==> src/rtl/clk_div_sequencer.sv <==
// Ramps the clock divider's N input toward a requested value one legal step at a time.
// Each step is held for SETTLE+1 cycles so the divider's synchronizer sees a settled value.
module clk_div_sequencer #(
  parameter int unsigned SIZE      = 3,
  parameter int unsigned SETTLE    = 24,
  parameter int unsigned DEFAULT_N = 2
) (
  input  logic            clk,
  input  logic            resetb,
  input  logic            req_valid,
  output logic            req_ready,
  input  logic [SIZE-1:0] req_n,
  input  logic            err_clr,
  output logic [SIZE-1:0] div_n,
  output logic            busy,
  output logic            done,
  output logic            coerce_err
);

  localparam int unsigned CNT_W = (SETTLE > 1) ? $clog2(SETTLE) : 1;
  localparam logic [SIZE-1:0] DEF_N = SIZE'(DEFAULT_N);

  typedef enum logic [1:0] {
    IDLE = 2'd0,
    STEP = 2'd1,
    HOLD = 2'd2
  } state_e;

  state_e            state_q, state_d;
  logic [SIZE-1:0]   div_q, div_d;
  logic [SIZE-1:0]   target_q, target_d;
  logic [CNT_W-1:0]  cnt_q, cnt_d;
  logic              done_q, done_d;
  logic              err_q, err_d;

  logic [SIZE-1:0]   req_tgt;
  logic [SIZE-1:0]   next_n;
  logic              coerce;

  // N=1 stops the divider output, so a request of 1 is mapped to pass-through.
  assign coerce  = (req_n == SIZE'(1));
  assign req_tgt = coerce ? '0 : req_n;

  // Next legal value toward target; 0 and 2 are adjacent.
  always_comb begin
    next_n = div_q;
    if (target_q > div_q) begin
      next_n = (div_q == '0) ? SIZE'(2) : div_q + SIZE'(1);
    end else if (target_q < div_q) begin
      next_n = (div_q == SIZE'(2)) ? '0 : div_q - SIZE'(1);
    end
  end

  always_ff @(posedge clk or negedge resetb) begin
    if (!resetb) begin
      state_q  <= IDLE;
      div_q    <= DEF_N;
      target_q <= DEF_N;
      cnt_q    <= '0;
      done_q   <= 1'b0;
      err_q    <= 1'b0;
    end else begin
      state_q  <= state_d;
      div_q    <= div_d;
      target_q <= target_d;
      cnt_q    <= cnt_d;
      done_q   <= done_d;
      err_q    <= err_d;
    end
  end

  always_comb begin
    state_d  = state_q;
    div_d    = div_q;
    target_d = target_q;
    cnt_d    = cnt_q;
    done_d   = 1'b0;
    err_d    = err_q;

    if (err_clr) begin
      err_d = 1'b0;
    end

    case (state_q)
      IDLE: begin
        if (req_valid) begin
          target_d = req_tgt;
          if (coerce) begin
            err_d = 1'b1;
          end
          if (req_tgt != div_q) begin
            state_d = STEP;
          end else begin
            done_d = 1'b1;
          end
        end
      end
      STEP: begin
        div_d   = next_n;
        cnt_d   = CNT_W'(SETTLE - 1);
        state_d = HOLD;
      end
      HOLD: begin
        if (cnt_q == '0) begin
          if (div_q == target_q) begin
            state_d = IDLE;
            done_d  = 1'b1;
          end else begin
            state_d = STEP;
          end
        end else begin
          cnt_d = cnt_q - CNT_W'(1);
        end
      end
      default: state_d = IDLE;
    endcase
  end

  assign busy       = (state_q != IDLE);
  assign req_ready  = (state_q == IDLE);
  assign div_n      = div_q;
  assign done       = done_q;
  assign coerce_err = err_q;

endmodule

==> config.mk <==
export PLATFORM = sky130hd
export DESIGN_NAME = clk_div_sequencer
export DESIGN_NICKNAME = d
export VERILOG_FILES = /design/src/rtl/clk_div_sequencer.sv
export SDC_FILE = /design/constraint.sdc
export NUM_CORES = 1
export LEC_CHECK = 0
export CORE_AREA = 2 2 49 51
export CTS_CLUSTER_DIAMETER = 120
export DETAILED_ROUTE_END_ITERATION = 12
export DIE_AREA = 0 0 51 53
export DONT_BUFFER_PORTS = 1
export GPL_ROUTABILITY_DRIVEN = 0
export PLACE_DENSITY_LB_ADDON = 0.15
export SKIP_LAST_GASP = 1
export SLEW_MARGIN = 25
export SYNTH_ARGS = -nofsm -noshare
export SYNTH_HDL_FRONTEND = slang
export SYNTH_SLANG_ARGS = --single-unit
==> constraint.sdc <==
create_clock -name clk -period 3.8 [get_ports clk]
set_input_delay 0.76 -clock clk [delete_from_list [all_inputs] [get_ports clk]]
set_output_delay 0.76 -clock clk [all_outputs]
set_load 0.02 [all_outputs]
==> impl_metrics.tcl <==
set metrics [dict create \
    cts_tree "yes" \
    cp-startpoint "div_n[1]$_DFFE_PN1P_" \
    die_width_microns 51 \
    path_clk_slew_ns 0.10 \
    num_io_pins 14 \
    hold_violations 0 \
    clock_skew_ns 0.00441 \
    cts_max_level 1 \
    drt_first_iter_violations 8 \
    switching_share 0.455 \
    wl_per_cell_microns 12.8 \
    seqPwrFrac 0.366 \
    synth_most_common_cell "dfrtp_1" \
    reg2reg_from "div_n[1]$_DFFE_PN1P_" \
    grt_pass1_wl_microns 2900 \
    pwr-share-comb 0.525 \
    wl_microns 1620 \
    worst-setup-path-type "flop to flop" \
    path_max_fanout 7 \
    internal_power_uw 474 \
    syn-num-nets 111 \
    dp_hpwl_microns 1240 \
    fin_tns_setup_ns 0 \
    final_nets 116 \
    grt_overflow_total 0 \
    insertedDiodeCount 0 \
    ys_seq_area_frac 0.413 \
    cts_made_buffers 3 \
    syn_avg_cell_area_sq_um 9.64 \
    worstSetupStartpointType "flop" \
    clock_path_buffers 2 \
    cts_setup_buffers 0 \
    finalCritPeriodShare 0.646 \
    synth_cells 95 \
    yosys.area.top_type "dfrtp_1" \
    reg2reg_depth 7 \
    die_area_sq_um 2700 \
    hold_path.class "input port to async pin" \
    worstPathArrival_ns 2.68 \
    drive_gt1_frac 0.131 \
    cap_violations 0 \
    powerDensity_nw_per_um2 891 \
    cts.sinks 15 \
    post-route-util 0.455 \
    synth_top_area_frac 0.355 \
    asyncSetResetFlopFracSynth 1.00 \
    die_h_microns 53 \
    finalSetupViolCount 0 \
    ctsResizeCount 0 \
    yosysWarnings 0 \
    rsz0062_at_grt "false" \
    grt_max_degree 16 \
    synth_seq_cells 15 \
    syn-cell-area_sq_um 916 \
    synth_cell_types 30 \
    crit_path_end_kind "flop" \
    slew_headroom 0.647 \
    synth_ff_type "dfrtp_1" \
    rows 17 \
    netlist_top_cells_count "13 x dfrtp_1, 11 x nand2_1, 10 x inv_1" \
    reg2reg_slack_ns 1.34 \
    cts_root_buf "clkbuf_4" \
    hold_buffers 0 \
    synth_edf_count 0 \
    finalMaxSlewViolations 0 \
    viasPerCell 5.32 \
    drc_errors 0 \
    worstPathRequired_ns 4.02 \
    status "finished clean" \
    ant_nets 0 \
    p_switching_uw 396 \
    synth_area_leaders "dfrtp_1 36%, ha_1 12%, dfstp_2 5.7%, o21ai_0 4.9%, nand2_1 4.5%" \
    antenna_found_initial 0 \
    power_leakage_uw 0.000447 \
    tightest_slew_ns 0.528 \
    worstSkewPairLatency_ns 0.28 \
    drt_first_pass_iters 4 \
    start_util 0.426 \
    core_sq_um 2150 \
    clock.fmax_ghz 0.407 \
    grt_usage 0.144 \
    area_growth_pct 6.69 \
    first_global_vias 673 \
    vias 676 \
    fin_crit_ns 2.46 \
    peakVddDrop_v 0.000434 \
    clkPwrFrac 0.108 \
    io_buffers 0 \
]
==> kinds of logic (layout without fill, tap and decap cells) <==
kind of cell / Yosys count / count (layout) / synth area share
flip-flops: 15 / 15 / 0.413
AO/OA/AOI/OAI: 22 / 22 / 0.161
XOR/XNOR: 3 / 3 / 0.0287
buffers and inverters: 10 / 14 / 0.0410
adder cells (fa/ha/maj): 9 / 9 / 0.123
AND/OR/NAND/NOR: 32 / 32 / 0.186
multiplexers: 4 / 4 / 0.0478
==> cell usage in the layout, fill, tap and decap left out, drive strengths merged <==
cell,synthesis,final
dfrtp,13,13
nand2,11,11
inv,10,10
o21ai,9,9
ha,9,9
nor2,8,8
clkbuf,0,4
nand2b,3,3
nor3,3,3
a21oi,3,3
mux2,3,3
xor2,2,2
o22ai,2,2
a21o,2,2
dfstp,2,2
and3,2,2
a211oi,2,2
xnor2,1,1
nor4bb,1,1
a31oi,1,1
a41oi,1,1
nor4b,1,1
nor3b,1,1
a31o,1,1
a22o,1,1
mux2i,1,1
or4,1,1
nand3,1,1
==> critical path, cell delays in order, from the launching register on <==
cell and delay [ns]:
dfstp_2 0.67, inv_1 0.13, ha_1 0.33, and3_4 0.20
a211oi_4 0.22, mux2_2 0.38, or4_1 0.39, nand2_1 0.07
==> stage by stage <==
stage	std cells	power, uW	area [sq um]	setup WS [ns]	hold slack (ns)
after floorplan	95	695	916	1.51	0.450
after global placement	123	771	951	1.43	0.465
after detailed placement	123	781	951	1.37	0.465
after CTS	127	877	977	1.34	0.157
after global routing	127	951	977	1.26	0.141
final	127	870	977	1.34	0.158
==> power groups by stage <==
stage | combinational (uW) | clock, uW | sequential (uW)
2_1_floorplan | 390 | 0 | 305
3_3_place_gp | 450 | 0 | 321
3_5_place_dp | 460 | 0 | 321
4_1_cts | 462 | 96.0 | 319
5_1_grt | 516 | 105 | 329
6_report | 457 | 94.4 | 319
==> layout make-up <==
cell class / count / area [sq um]
Tap cell: 28 / 35.0
Clock buffer: 4 / 26.3
Fill cell: 196 / 1170
Sequential cell: 15 / 378
Inverter: 10 / 37.5
Multi-Input combinational cell: 70 / 500
==> metal layers <==
layer / track usage / share of wire / vias to the layer above
met5: 0 / 0 / -
met4: 0.0541 / 0.013 / 0
met3: 0.0226 / 0.024 / 2
met2: 0.247 / 0.47 / 8
met1: 0.183 / 0.49 / 327
li1: - / - / 339
==> worst paths after layout <==
path / end
max in group asynchronous: div_n[1]$_DFFE_PN1P_
min in group clk: target_q[0]$_DFFE_PN0P_
min: coerce_err$_DFF_PN0_
max: div_n[2]$_DFFE_PN0P_
max reg2reg: div_n[2]$_DFFE_PN0P_
min reg2reg: target_q[0]$_DFFE_PN0P_
==> registers in the layout (all words and copies together), names as in the netlist <==
signal / cells
done: 1
coerce_err: 1
state_q: 2
div_n: 3
cnt_q: 5
target_q: 3
No activity file was read; power rests on OpenSTA's default activity.
